### config.mk
export PLATFORM = sky130hd
export DESIGN_NAME = ahb_cmd_master
export DESIGN_NICKNAME = d
export VERILOG_FILES = /design/src/rtl/ahb_pkg.sv /design/src/rtl/ahb_lane_steer.sv /design/src/rtl/ahb_cmd_master.sv
export SDC_FILE = /design/constraint.sdc
export NUM_CORES = 1
export LEC_CHECK = 0
export ABC_AREA = 1
export BUFFER_PORTS_ARGS = -buffer_cell sky130_fd_sc_hd__buf_4
export CORE_UTILIZATION = 51
export DETAILED_ROUTE_END_ITERATION = 6
export GPL_TIMING_DRIVEN = 0
export PLACE_DENSITY_LB_ADDON = 0.25
export SYNTH_ARGS = -nofsm -noshare
export SYNTH_HDL_FRONTEND = slang
export SYNTH_HIERARCHICAL = 1
export SYNTH_SLANG_ARGS = --single-unit
### constraint.sdc
create_clock -name HCLK -period 1.5 [get_ports HCLK]
set_input_delay 0.15 -clock HCLK [delete_from_list [all_inputs] [get_ports HCLK]]
set_output_delay 0.15 -clock HCLK [all_outputs]
set_load 0.02 [all_outputs]
### src/rtl/ahb_pkg.sv
// Shared AHB-Lite encodings and small helpers for bus masters on the SoC fabric.
package ahb_pkg;

  typedef enum logic [1:0] {
    HTRANS_IDLE   = 2'b00,
    HTRANS_BUSY   = 2'b01,
    HTRANS_NONSEQ = 2'b10,
    HTRANS_SEQ    = 2'b11
  } htrans_e;

  typedef enum logic [2:0] {
    HSIZE_BYTE = 3'b000,
    HSIZE_HALF = 3'b001,
    HSIZE_WORD = 3'b010
  } hsize_e;

  typedef enum logic {
    HRESP_OKAY  = 1'b0,
    HRESP_ERROR = 1'b1
  } hresp_e;

  localparam logic [2:0] HBURST_SINGLE = 3'b000;

  // Command size 3 has no meaning on this fabric; it is promoted to a word.
  function automatic hsize_e norm_size(input logic [1:0] size);
    case (size)
      2'd0:    return HSIZE_BYTE;
      2'd1:    return HSIZE_HALF;
      default: return HSIZE_WORD;
    endcase
  endfunction

  function automatic logic [31:0] align_addr(input logic [31:0] addr, input hsize_e size);
    case (size)
      HSIZE_HALF: return {addr[31:1], 1'b0};
      HSIZE_WORD: return {addr[31:2], 2'b00};
      default:    return addr;
    endcase
  endfunction

endpackage

### src/rtl/ahb_lane_steer.sv
// Byte-lane steering: replicate write data onto all active lanes and extract
// right-aligned, zero-extended read data for byte/halfword/word accesses.
import ahb_pkg::*;

module ahb_lane_steer (
  input  hsize_e      i_size,
  input  logic [1:0]  i_addr_lo,
  input  logic [31:0] i_wdata,
  input  logic [31:0] i_rdata,
  output logic [31:0] o_hwdata,
  output logic [31:0] o_rdata
);

  always_comb begin
    o_hwdata = i_wdata;
    o_rdata  = i_rdata;
    case (i_size)
      HSIZE_BYTE: begin
        o_hwdata = {4{i_wdata[7:0]}};
        case (i_addr_lo)
          2'd0:    o_rdata = {24'h0, i_rdata[7:0]};
          2'd1:    o_rdata = {24'h0, i_rdata[15:8]};
          2'd2:    o_rdata = {24'h0, i_rdata[23:16]};
          default: o_rdata = {24'h0, i_rdata[31:24]};
        endcase
      end
      HSIZE_HALF: begin
        o_hwdata = {2{i_wdata[15:0]}};
        o_rdata  = i_addr_lo[1] ? {16'h0, i_rdata[31:16]} : {16'h0, i_rdata[15:0]};
      end
      default: ;
    endcase
  end

endmodule

### src/rtl/ahb_cmd_master.sv
// Single-master AHB-Lite initiator: valid/ready commands become pipelined
// single-beat transfers, with wait-state, two-cycle ERROR and cancel handling.
import ahb_pkg::*;

module ahb_cmd_master #(
  parameter logic [3:0] HPROT_VAL  = 4'b0011,
  parameter bit         ERR_CANCEL = 1'b1
) (
  input  logic        HCLK,
  input  logic        HRESETn,
  input  logic        cmd_valid,
  output logic        cmd_ready,
  input  logic        cmd_write,
  input  logic [1:0]  cmd_size,
  input  logic [31:0] cmd_addr,
  input  logic [31:0] cmd_wdata,
  output logic        rsp_valid,
  output logic [31:0] rsp_rdata,
  output logic        rsp_err,
  output logic        busy,
  output logic [31:0] HADDR,
  output logic [1:0]  HTRANS,
  output logic        HWRITE,
  output logic [2:0]  HSIZE,
  output logic [2:0]  HBURST,
  output logic [3:0]  HPROT,
  output logic        HMASTLOCK,
  output logic [31:0] HWDATA,
  input  logic [31:0] HRDATA,
  input  logic        HREADY,
  input  logic        HRESP
);

  logic        r_ap_valid, r_ap_write;
  logic [31:0] r_ap_addr, r_ap_wdata;
  hsize_e      r_ap_size;

  logic        r_dp_valid, r_dp_write;
  logic [1:0]  r_dp_lo;
  logic [31:0] r_dp_wdata;
  hsize_e      r_dp_size;

  logic        r_cancel_pend;
  logic        r_rsp_valid, r_rsp_err;
  logic [31:0] r_rsp_rdata;

  logic        w_err_first, w_accept, w_cancel, w_dp_done;
  logic [31:0] w_hwdata, w_rd_lane;
  hsize_e      w_cmd_size;

  // First ERROR cycle: the slave is still stalling but has already flagged the fault.
  assign w_err_first = r_dp_valid && (HRESP == HRESP_ERROR) && !HREADY;
  assign cmd_ready   = (!r_ap_valid || HREADY) && !w_err_first;
  assign w_accept    = cmd_valid && cmd_ready;
  assign w_cancel    = ERR_CANCEL && w_err_first && r_ap_valid;
  assign w_dp_done   = r_dp_valid && HREADY;
  assign w_cmd_size  = norm_size(cmd_size);

  always_ff @(posedge HCLK or negedge HRESETn) begin
    if (!HRESETn) begin
      r_ap_valid <= 1'b0;
      r_ap_write <= 1'b0;
      r_ap_addr  <= '0;
      r_ap_wdata <= '0;
      r_ap_size  <= HSIZE_BYTE;
    end else if (w_cancel) begin
      r_ap_valid <= 1'b0;
    end else if (w_accept) begin
      r_ap_valid <= 1'b1;
      r_ap_write <= cmd_write;
      r_ap_addr  <= align_addr(cmd_addr, w_cmd_size);
      r_ap_wdata <= cmd_wdata;
      r_ap_size  <= w_cmd_size;
    end else if (HREADY) begin
      r_ap_valid <= 1'b0;
    end
  end

  always_ff @(posedge HCLK or negedge HRESETn) begin
    if (!HRESETn) begin
      r_dp_valid <= 1'b0;
      r_dp_write <= 1'b0;
      r_dp_lo    <= 2'b00;
      r_dp_wdata <= '0;
      r_dp_size  <= HSIZE_BYTE;
    end else if (HREADY) begin
      r_dp_valid <= r_ap_valid;
      if (r_ap_valid) begin
        r_dp_write <= r_ap_write;
        r_dp_lo    <= r_ap_addr[1:0];
        r_dp_wdata <= r_ap_wdata;
        r_dp_size  <= r_ap_size;
      end
    end
  end

  // A cancelled command reports only once the erroring transfer has drained,
  // which keeps responses in command order.
  always_ff @(posedge HCLK or negedge HRESETn) begin
    if (!HRESETn) begin
      r_cancel_pend <= 1'b0;
      r_rsp_valid   <= 1'b0;
      r_rsp_err     <= 1'b0;
      r_rsp_rdata   <= '0;
    end else begin
      r_rsp_valid <= 1'b0;
      r_rsp_err   <= 1'b0;
      r_rsp_rdata <= '0;
      if (w_dp_done) begin
        r_rsp_valid <= 1'b1;
        r_rsp_err   <= HRESP;
        r_rsp_rdata <= r_dp_write ? 32'h0 : w_rd_lane;
      end else if (r_cancel_pend && !r_dp_valid) begin
        r_rsp_valid   <= 1'b1;
        r_rsp_err     <= 1'b1;
        r_cancel_pend <= 1'b0;
      end
      if (w_cancel) r_cancel_pend <= 1'b1;
    end
  end

  ahb_lane_steer u_steer (
    .i_size    (r_dp_size),
    .i_addr_lo (r_dp_lo),
    .i_wdata   (r_dp_wdata),
    .i_rdata   (HRDATA),
    .o_hwdata  (w_hwdata),
    .o_rdata   (w_rd_lane)
  );

  assign HADDR     = r_ap_addr;
  assign HTRANS    = r_ap_valid ? HTRANS_NONSEQ : HTRANS_IDLE;
  assign HWRITE    = r_ap_write;
  assign HSIZE     = r_ap_size;
  assign HBURST    = HBURST_SINGLE;
  assign HPROT     = HPROT_VAL;
  assign HMASTLOCK = 1'b0;
  assign HWDATA    = w_hwdata;

  assign rsp_valid = r_rsp_valid;
  assign rsp_err   = r_rsp_err;
  assign rsp_rdata = r_rsp_rdata;
  assign busy      = r_ap_valid || r_dp_valid || r_cancel_pend;

endmodule

==> results.md, run 1 <==
Timing:
- The count of pins over their slew limit was 0.
- The number of hold-slack violations in the final timing report is 0.
- The sum of negative setup slack is -5.11 ns.
- The post-route worst setup slack is -0.251 ns.
- The maximum operating frequency is approximately 570 MHz.
- In the finished design, the share of the clock period the worst path needs comes to 117%.
- The routed design could run at a clock period as short as 1.75 ns.
- Setup violations remaining at the end of the flow were counted as 24.
- Setup repair after global routing could not meet its margin everywhere.
- The maximum clock skew at final layout is 0.00802 ns.

CTS:
- The number of H-tree levels is 4.
- The number of buffers between clock root and the deepest sink is 2.
- In this run the clock root is driven by a sky130_fd_sc_hd__clkbuf_16.
- Buffers inserted during clock tree synthesis total 17.
- TritonCTS built the clock tree.
- The clock drives 141 sinks.
- The clock reaches the later pin of the worst-skew pair after around 0.42 ns.
- The clock transition at the register clock pins on the worst setup and hold paths after CTS is 0.06 ns.

Floorplanning:
- The area of the placeable core is 12800 um^2.
- In this run the core area contains 41 standard-cell rows.
- The initial utilization of the core area, before any placement, comes to 53.1%.
- From left edge to right edge, the die measures 118 um.
- The top-level port count is 218.
- The area enclosed by the die boundary is 13800 um^2.
- The die span in y is 118 um.

Global routing:
- The number of antenna violations at the first check in global routing is 0.
- The via count of the first global-routing pass is 6946.
- The wire length of the first global-routing pass is between 30 and 40 mm.
- The total congestion overflow after global routing is 0.
- The pin count of the biggest net entering global routing is roughly 100.
- The global-route usage over all layers is 31.7%.

Hold path:
- The hold path startpoint is cmd_addr[17].
- The worst hold path terminates at HADDR[17].
- The worst hold path was traced through 3 stages.
- The class of the tightest hold or removal check is in -> reg.

Power and ir drop:
- Summed over all cells, the static leakage comes to 0.00561 uW.
- The total power density per cell area is 1280 nW/um^2.
- The worst-case vdd ir drop is 0.899 mV.

Routing:
- The first detailed-routing pass ran for 7 iterations.
- After detailed routing, the average wire length per cell comes to 16.0 um.
- The via count of the routed design is 7098.
- The initial DRC count is 599.
- For this run, design rule violations remaining after detail routing come to 0.
- The final wirelength is 21.6 mm.
- The via-per-instance ratio is 5.25.
- The remaining antenna violation count after routing is 0.

Finish:
- The commonest non-fill, non-tap cell in the layout is sky130_fd_sc_hd__nand2_1.
- The final net count is 1270.
- In the layout the commonest cells are sky130_fd_sc_hd__nand2_1, sky130_fd_sc_hd__buf_4, sky130_fd_sc_hd__dfrtp_1.
- The finished cells cover 10100 um^2.
- The number of antenna diodes is 0.
- The number of inserted filler cells in the final layout is 898.
- Compared with the post-synthesis result, the final layout area differs by 48.8%.
- The share of layout cells above drive strength 1 is 31.1%.

Setup path:
- The origin of the critical flop-to-flop path is r_ap_valid.
- The critical path's top delay family is buffers and inverters.
- Along the worst path, the maximum fanout reaches 5.
- STA classifies the critical path startpoint as a flop.
- The slack of the worst reg-to-reg path is 0.09 ns.
- The highest-delay cell along the critical path is sky130_fd_sc_hd__dfrtp_1.
- Together, buffers and inverters on the worst path number 4.
- The worst path arrival time is 1.60 ns.
- The critical path is of the reg -> out type.
- For the worst flop-to-flop path, the logic depth is 6.
- Traced cell by cell, the critical path runs through inv_2, nand3_4, inv_4, buf_6, nand2_1, nand2_2, buf_4.
- The endpoint identified for the worst register-to-register timing path is HADDR[9].
- The kind of end point of the critical path is an output port.
- The maximum cell stage delay along the critical path is 0.42 ns.
- For the worst setup path, the data required time is 1.35 ns.

Placed design:
- The detailed placement HPWL is 14.1 mm.
- The congestion estimate from routability-driven global placement came to 0.943.
- Prior to clock tree synthesis, the placed netlist has a worst setup slack of -0.135 ns.
- The total of buffers placed on input and output ports is 205.
- The standard cell area after detailed placement is 8630 um^2.

Run status:
- The checks that failed: negative setup slack.
- The run finished, with violations left.

Synth:
- For this run, the register share of the synthesized area comes to between 50 and 60%.
- The number of warnings reported in the yosys synthesis log is 6.
- The flip-flop and latch count after synthesis is 141.
- The post-synthesis cell type count is 25.
- Synthesis produced between 800 and 900 cells.
- Dividing the synthesized area by the synthesized cell count gives roughly 7.9 um^2.
- The synthesized cell area is 6810 um^2.

Job:
- Across the run, the number of max-cap violations was 0.
[repair_timing]
| action | in CTS | in global routing |
|---|---|---|
| pin swaps | 9 | 8 |
| cloned | 2 | 0 |
| gates resized for setup | 65 | 21 |
| hold endpoints to repair | 89 | 0 |
| endpoints found under the setup margin | 25 | 35 |
| buffers inserted | 14 | 0 |
| hold buffers | 50 | 0 |
[cell usage after synthesis, drive strengths merged]
master	instances	area, um^2
a21oi	3	15.0
and2	1	6.26
conb	2	7.51
clkbuf	15	56.3
inv	69	259
nand3	70	365
nor2	72	303
o21ai	24	120
nand4	66	413
o22ai	4	25.0
nand2	330	1240
dfrtp	141	3530
or2	1	6.26
nor3b	1	7.51
buf	64	433
o211ai	3	22.5
[how the worst max path moves through the flow]
stage | cells after the start | start | to
2_1_floorplan | 5 | r_dp_size[1] | HWDATA[11]
3_3_place_gp | 1 | HRESETn | r_ap_wdata[19]
3_5_place_dp | 6 | r_dp_size[1] | HWDATA[28]
4_1_cts | 7 | r_dp_size[1] | HWDATA[24]
5_1_grt | 7 | r_dp_size[1] | HWDATA[24]
6_report | 7 | r_dp_size[1] | HWDATA[15]
[sequential cells by signal, indices dropped and copies added (netlist names)]
register,count
HADDR,32
rsp_rdata,32
r_dp_valid,1
r_dp_write,1
r_ap_wdata,32
HWRITE,1
rsp_valid,1
r_dp_size,2
rsp_err,1
r_dp_wdata,32
HSIZE,2
r_dp_lo,2
r_ap_valid,1
r_cancel_pend,1
[layout make-up]
cell class                 instances  area [um^2]  share of cell area (%)
sequential                       141         3530                    34.8
multi-input combinational        587         2730                    26.9
timing repair buffer             272         2270                    22.4
buffer                            78          544                    5.37
clock buffer                      23          498                    4.92
inverter                          69          262                    2.58
tap                              172          215                    2.12
clock inverter                     9         82.6                   0.815
[kinds of logic after synthesis]
kind of cell,synth area share (%)
other,0.110
buffers and inverters,11.0
AND/OR/NAND/NOR,34.4
AO/OA/AOI/OAI,2.68
flip-flops,51.8
[per-layer routing]
layer  wire [um]  vias to the layer above  global-route usage, %
li1            -                     3328                      -
met1        8520                     3337                   39.0
met2       10700                      363                   53.2
met3        1530                       70                   5.57
met4         888                        0                   17.2
met5           0                        -                      0
[tightest hold or removal path: cells and delay by family]
family | cells | cell delay (ns)
buffers and inverters | 1 | 0.08
and+or+nand+nor | 2 | 0.17
[power breakdown]
group / internal [uW] / switching [uW]
Combinational: 1770 / 2310
Sequential: 4380 / 442
Clock: 2500 / 1600
[per-stage QoR]
stage,hold WS (ns),cells,util [%],total power (uW)
2_1_floorplan,-0.146,876,-,6790
3_3_place_gp,0.402,1253,67.1,8250
3_5_place_dp,0.0893,1254,67.3,8320
4_1_cts,0.000634,1352,78.4,12800
5_1_grt,0.0133,1351,79.0,13500
6_report,0.00433,1351,79.0,13000
Note: power is estimated with default switching activity, not from simulation.
==> run 2: changes to the inputs <==
Settings changed: CORE_UTILIZATION 51 to 50, CTS_CLUSTER_SIZE from default to 40.
==> results.md, run 2 (synthesis gave the netlist of run 1 again) <==
Setup path:
- The worst path arrival time is 1.64 ns (was 1.60 ns).
- The depth of the most critical reg-to-reg path is 10 (was 6).
- The library cell appearing most often on the critical path is sky130_fd_sc_hd__inv_2.
- The critical path buffer and inverter count is 4 (unchanged).
- The critical path start-end classification is reg -> out (unchanged).
- The slack of the worst reg-to-reg path is 0.05 ns (was 0.09 ns).
- Cell breakdown of the critical path: inv_2, nand3_2, inv_2, buf_6, nand2_1, nand3_1, buf_4 (was inv_2, nand3_4, inv_4, buf_6, nand2_1, nand2_2, buf_4).
- The kind of end point of the critical path is an output port (unchanged).
- The endpoint of the lowest-slack register-to-register path was rsp_rdata[6] (was HADDR[9]).
- The largest fanout on the critical path is 6 (was 5).
- The highest-delay cell along the critical path is sky130_fd_sc_hd__dfrtp_1 (unchanged).
- The origin of the critical flop-to-flop path is r_dp_size[1] (was r_ap_valid).
- The maximum cell stage delay along the critical path is 0.42 ns (about the same).
- The launch point of the worst path is r_dp_size[1] (unchanged).
- The critical path required time came to 1.35 ns (about the same).
- The kind of start point of the critical path is a flop (unchanged).
- The critical path's top delay family was buffers and inverters (unchanged).

CTS:
- The insertion delay to the later sink of the worst-skew pair is 0.44 ns (was 0.42 ns).
- The CTS sink count was 141 (unchanged).
- The total CTS buffers is 17 (unchanged).
- The number of buffers between clock root and the deepest sink is 2 (unchanged).
- The number of H-tree levels is 4 (unchanged).
- The clock tree root driver cell is sky130_fd_sc_hd__clkbuf_16 (unchanged).
- The clock transition at the register clock pins on the worst setup and hold paths after CTS came to 0.06 ns (about the same).
- The TritonCTS clock tree is yes (unchanged).

Timing:
- The post-route clock period utilization is 119% (was 117%).
- The pin slew with the least headroom to its limit is 0.526 ns.
- The worst hold margin is 0.0103 ns (was 0.00433 ns).
- The number of hold-slack violations in the final timing report is 0 (unchanged).
- The maximum operating frequency is 559 MHz (was 571 MHz).
- The maximum clock skew at final layout is 0.0141 ns (was 0.00802 ns).
- The final count of negative-setup-slack endpoints was 24 (unchanged).
- The count of pins over their slew limit is 0 (unchanged).
- RSZ-0062 raised after global routing: true (unchanged).
- The clock period minus final worst setup slack is 1.79 ns (was 1.75 ns).
- The post-route worst setup slack came to -0.290 ns (was -0.251 ns).
- The relative slew slack is 64.9%.

Run status:
- Violations in the final reports: negative setup slack (unchanged).
- Result of the run: finished, violations left (unchanged).

Routing:
- The count of TritonRoute iterations in the first routing pass is 5 (was 7).
- The post-route DRC violation count is 0 (unchanged).
- The remaining antenna violation count after routing was 0 (unchanged).
- The via count of the routed design is 7194 (was 7098).
- The initial DRC count is 594 (was 599).
- The via-per-instance ratio came to 5.25 (about the same).
- The final wirelength is 23.0 mm (was 21.6 mm).
- The average wire length per cell after detail routing is 16.7 um (was 16.0 um).

Finish:
- The number of antenna diodes was 0 (unchanged).
- The fraction of the core area covered by cells at the end of the flow came to 78.0% (was 79.0%).
- Highest-count cells in the layout ignoring fill and taps: sky130_fd_sc_hd__nand2_1, sky130_fd_sc_hd__buf_4, sky130_fd_sc_hd__dfrtp_1 (unchanged).
- The final net count is 1286 (was 1270).
- The area growth from synthesis to layout is 51.6% (was 48.8%).
- The share of layout cells above drive strength 1 is 31.9% (was 31.1%).
- The commonest non-fill, non-tap cell in the layout is sky130_fd_sc_hd__nand2_1 (unchanged).
- The area of all placed cells without fillers came to 10300 um^2 (was 10100 um^2).

Floorplanning:
- The horizontal die dimension is 119 um (was 118 um).
- The initial standard-cell utilization of the core is 51.4% (was 53.1%).
- The area of the placeable core came to 13200 um^2 (was 12800 um^2).
- The top-level port count came to 218 (unchanged).
- The cell row count came to 42 (was 41).
- The die span in y is 119 um (was 118 um).
- The area enclosed by the die boundary was 14100 um^2 (was 13800 um^2).

Placed design:
- The worst setup slack after placement is -0.119 ns (was -0.135 ns).
- The total of buffers placed on input and output ports is 205 (unchanged).
- The detailed placement HPWL came to 14.1 mm (about the same).
- The routability congestion estimate from global placement is 0.925 (was 0.943).
- The standard cell area after detailed placement is 8640 um^2 (was 8630 um^2).

Power and ir drop:
- The clock share of power is 31.4% (was 31.5%).
- The total power density per cell area is 1280 nW/um^2 (about the same).
- The relative contribution of combinational cells to total power is 32.0% (was 31.4%).
- The leakage power of the design is 0.00569 uW (was 0.00561 uW).
- The internal cell power was 8650 uW (about the same).
- The sequential power share is 36.6% (was 37.1%).
- The worst-case vdd ir drop came to 0.803 mV (was 0.899 mV).
- The overall power is 13200 uW (was 13000 uW).
- The total net switching power is 4550 uW (was 4350 uW).
- The fraction of power spent switching nets came to 34.5% (was 33.4%).

Hold path:
- The hold path startpoint is cmd_wdata[7] (was cmd_addr[17]).
- The hold path depth was 3 (unchanged).
- The capture endpoint of the worst hold path is r_ap_wdata[7] (was HADDR[17]).
- The class of the tightest hold or removal check is in -> reg (unchanged).

Job:
- The max capacitance violation total is 0 (unchanged).

Global routing:
- The global-route usage over all layers came to 33.0% (was 31.7%).
- The wire length of the first global-routing pass is 35.4 mm (was 34.5 mm).
- The total congestion overflow after global routing is 0 (unchanged).
- The number of antenna violations at the first check in global routing is 0 (unchanged).
- The via count of the first global-routing pass is 6895 (was 6946).
- The pin count of the biggest net entering global routing is 87 (was 102).
run 2: changes by cell type in the layout (fill, tap and decap cells not counted), moves of 5 or more:
cell | previous run | this run
sky130_fd_sc_hd__dlygate4sd3_1 | 50 | 64
sky130_fd_sc_hd__nand2_2 | 13 | 20
sky130_fd_sc_hd__nand2_1 | 306 | 299
sky130_fd_sc_hd__buf_4 | 229 | 223
sky130_fd_sc_hd__buf_6 | 24 | 34
sky130_fd_sc_hd__clkbuf_8 | 6 | 1
run 2: how the worst max path moves through the flow:
stage	cells past startpoint	to	slack (ns)
6_report	7	HWDATA[26]	-0.29
5_1_grt	7	HWDATA[24]	-0.35
4_1_cts	6	HWDATA[23]	-0.27
3_5_place_dp	6	HWDATA[28]	-0.12
3_3_place_gp	1	r_ap_wdata[21]	-0.31
2_1_floorplan	5	HWDATA[11]	0.11
run 2: worst min-delay path: cells and delay by family:
kind / cells / cell delay, ns
buffers and inverters: 1 / 0.08
AND/OR/NAND/NOR: 2 / 0.16
run 2: metrics by stage:
| stage | cells | setup TNS, ns |
|---|---|---|
| after global routing | 1371 | -7.42 |
| after CTS | 1370 | -5.76 |
| after global placement | 1257 | -42.03 |
| after detailed placement | 1258 | -0.493 |
| final | 1371 | -6.05 |
| after floorplan | 876 | 0 |
run 2: per-layer routing:
layer	vias up	wire (um)	GRT usage [%]
met5	-	0	0
met4	0	998	17.2
met3	78	1500	6.52
met2	385	11500	56.5
met1	3376	8940	39.3
li1	3355	-	-
run 2: power by group through the flow:
stage	combinational, uW	sequential, uW	clock (uW)
6_report	4230	4830	4150
3_3_place_gp	3450	4800	0
4_1_cts	4010	4780	4130
2_1_floorplan	1820	4980	0
5_1_grt	4520	4880	4340
3_5_place_dp	3510	4810	0
run 2: repair_timing:
action                                  4_1_cts  5_1_grt
pin swaps                                     9        8
resized for setup                            72       34
endpoints found under the setup margin       26       36
setup buffers                                14        2
gates cloned                                  2        0
hold buffers                                 64        0
endpoints found under the hold margin       118        0
run 2: area by class of cell:
| type | count | area [um^2] |
|---|---|---|
| Buffer | 79 | 543 |
| Clock buffer | 17 | 425 |
| Clock inverter | 15 | 146 |
| Fill cell | 909 | 2920 |
| Inverter | 69 | 262 |
| Multi-Input combinational cell | 587 | 2750 |
| Sequential cell | 141 | 3530 |
| Tap cell | 176 | 220 |
| Timing Repair Buffer | 287 | 2440 |
==> run 3: changes to the inputs <==
Settings changed: CORE_ASPECT_RATIO from default to 0.75.
==> results.md, run 3 (synthesis gave the netlist of run 1 again) <==
Run status:
- Result of the run: finished, violations left (unchanged).
- Violations in the final reports: negative setup slack (unchanged).

CTS:
- The clock transition at the register clock pins on the worst setup and hold paths after CTS is 0.06 ns (about the same).
- The number of buffers between clock root and the deepest sink came to 2 (unchanged).
- The insertion delay to the later sink of the worst-skew pair came to 0.42 ns (was 0.44 ns).
- The TritonCTS clock tree is yes (unchanged).
- The number of H-tree levels is 4 (unchanged).
- The CTS sink count came to 141 (unchanged).
- The total CTS buffers is 17 (unchanged).
- The clock tree root driver cell is sky130_fd_sc_hd__clkbuf_16 (unchanged).

Power and ir drop:
- The worst-case vdd ir drop is 0.983 mV (was 0.803 mV).
- The leakage power of the design is 0.00569 uW (about the same).
- The overall power is 13900 uW (was 13200 uW).
- The total power density per cell area is 1350 nW/um^2 (was 1280 nW/um^2).

Routing:
- The post-route DRC violation count is 0 (unchanged).
- The final wirelength is 22.2 mm (was 23.0 mm).
- The count of TritonRoute iterations in the first routing pass is 7 (was 5).
- The initial DRC count is 599 (was 594).
- The via-per-instance ratio is 5.24 (was 5.25).
- The remaining antenna violation count after routing came to 0 (unchanged).
- The via count of the routed design came to 7053 (was 7194).
- The average wire length per cell after detail routing is 16.5 um (was 16.7 um).

Placed design:
- The total of buffers placed on input and output ports is 205 (unchanged).
- The worst setup slack after placement came to -0.103 ns (was -0.119 ns).
- The detailed placement HPWL is 14.3 mm (was 14.1 mm).
- The routability congestion estimate from global placement is 0.880 (was 0.925).
- The number of placed instances with taps included is 1253 (was 1258).

Floorplanning:
- The area enclosed by the die boundary is 14100 um^2 (about the same).
- The area of the placeable core is 13200 um^2 (about the same).
- The initial standard-cell utilization of the core is 51.8% (was 51.4%).
- The horizontal die dimension is 137 um (was 119 um).
- The top-level port count is 218 (unchanged).
- The die span in y was 103 um (was 119 um).
- The cell row count came to 36 (was 42).

Timing:
- The maximum operating frequency was 560 MHz (was 559 MHz).
- The final count of negative-setup-slack endpoints was 24 (unchanged).
- The clock period minus final worst setup slack is 1.78 ns (was 1.79 ns).
- The number of hold-slack violations in the final timing report is 0 (unchanged).
- RSZ-0062 raised after global routing: true (unchanged).
- The count of pins over their slew limit is 0 (unchanged).
- The maximum clock skew at final layout is 0.00954 ns (was 0.0141 ns).
- The post-route clock period utilization is 119% (about the same).
- The post-route worst setup slack is -0.285 ns (was -0.290 ns).
- The pin slew with the least headroom to its limit is 0.559 ns (was 0.526 ns).
- The relative slew slack was 62.7% (was 64.9%).

Setup path:
- The largest fanout on the critical path is 5 (was 6).
- The worst path arrival time is 1.63 ns (was 1.64 ns).
- The kind of start point of the critical path is a flop (unchanged).
- The critical path start-end classification is reg -> out (unchanged).
- The kind of end point of the critical path was an output port (unchanged).
- The critical path required time is 1.35 ns (about the same).

Finish:
- The final net count was 1267 (was 1286).
- The share of layout cells above drive strength 1 is 32.7% (was 31.9%).
- The post-route non-filler standard cell count is 1347 (was 1371).
- The fraction of the core area covered by cells at the end of the flow is 78.1% (was 78.0%).
- The area growth from synthesis to layout was 50.9% (was 51.6%).
- The number of antenna diodes was 0 (unchanged).
- Highest-count cells in the layout ignoring fill and taps: sky130_fd_sc_hd__nand2_1, sky130_fd_sc_hd__buf_4, sky130_fd_sc_hd__dfrtp_1 (unchanged).
- The commonest non-fill, non-tap cell in the layout was sky130_fd_sc_hd__nand2_1 (unchanged).

Global routing:
- The number of antenna violations at the first check in global routing is 0 (unchanged).
- The total congestion overflow after global routing is 0 (unchanged).
- The global-route usage over all layers is 31.6% (was 33.0%).
- The via count of the first global-routing pass is 6736 (was 6895).
- The wire length of the first global-routing pass came to 33.4 mm (was 35.4 mm).
- The pin count of the biggest net entering global routing is 100 (was 87).

Hold path:
- The class of the tightest hold or removal check is in -> reg (unchanged).

Job:
- The max capacitance violation total is 0 (unchanged).
## run 3: changes by cell type in the layout (fill, tap and decap cells not counted), moves of 3 or more
cell / change
sky130_fd_sc_hd__bufinv_16: +4
sky130_fd_sc_hd__nand2_2: -7
sky130_fd_sc_hd__clkbuf_1: +3
sky130_fd_sc_hd__nand2_4: +11
sky130_fd_sc_hd__buf_4: +4
sky130_fd_sc_hd__nand3_2: -3
sky130_fd_sc_hd__nand2_1: -4
sky130_fd_sc_hd__nand3_1: +3
sky130_fd_sc_hd__dlygate4sd3_1: -21
sky130_fd_sc_hd__clkinvlp_4: -4
sky130_fd_sc_hd__buf_6: -3
sky130_fd_sc_hd__clkinv_2: -4
## run 3: final cells by class
class | count | area, um^2
tap | 171 | 214
multi-input combinational | 587 | 2810
inverter | 69 | 262
timing repair buffer | 268 | 2240
buffer | 79 | 548
sequential | 141 | 3530
fill | 911 | 2880
clock buffer | 19 | 433
clock inverter | 13 | 234
## run 3: power breakdown
group | internal [uW] | switching [uW] | total, uW | leakage (uW)
Combinational | 1830 | 2370 | 4210 | 0.00356
Sequential | 4380 | 476 | 4850 | 0.00180
Clock | 3140 | 1680 | 4820 | 0.000327
Total | 9350 | 4530 | 13900 | 0.00569
## run 3: worst paths after layout
path / from / to / slack, ns / cells past startpoint
worst max-delay path: r_dp_size[1] / HWDATA[24] / -0.28 / 7
worst min-delay path: cmd_wdata[21] / r_ap_wdata[21] / 0.0002 / 3
worst max register to register: r_ap_valid / r_dp_wdata[27] / 0.06 / 4
worst min register to register: r_dp_write / r_dp_write / 0.46 / 2
max in group asynchronous: HRESETn / r_dp_wdata[0] / 0.47 / 3
min in group asynchronous: HRESETn / HADDR[22] / 0.20 / 2
## run 3: routing by layer
metal | vias up | GRT usage [%] | share of wire, %
met5 | - | 0 | 0
met4 | 0 | 12.1 | 2.8
met3 | 60 | 6.64 | 8.8
met2 | 364 | 54.2 | 49
met1 | 3311 | 39.5 | 40
li1 | 3318 | - | -
## run 3: what timing repair did
item                                    in CTS  in global routing
endpoints found under the setup margin      25                 37
cloned                                       2                  0
endpoints found under the hold margin       84                  0
hold buffers                                43                  0
pin swaps                                   13                 11
resized for setup                           86                 33
buffers inserted                            13                  4
## run 3: metrics by stage
| stage | TNS [ns] | cell area, um^2 | hold slack, ns |
|---|---|---|---|
| after floorplan | 0 | 6850 | -0.146 |
| after global placement | -39.14 | 8600 | 0.403 |
| after detailed placement | -0.439 | 8630 | 0.0937 |
| after CTS | -4.74 | 10100 | 0.000976 |
| after global routing | -6.12 | 10300 | 0.000814 |
| final | -4.70 | 10300 | 0.000241 |
## run 3: critical path, stage by stage, from the launching register on
cell and delay, ns:
sky130_fd_sc_hd__dfrtp_1 0.42, sky130_fd_sc_hd__inv_2 0.10, sky130_fd_sc_hd__nand3_4 0.10, sky130_fd_sc_hd__inv_4 0.10
sky130_fd_sc_hd__buf_8 0.15, sky130_fd_sc_hd__nand2_4 0.06, sky130_fd_sc_hd__o211ai_1 0.10, sky130_fd_sc_hd__buf_4 0.19
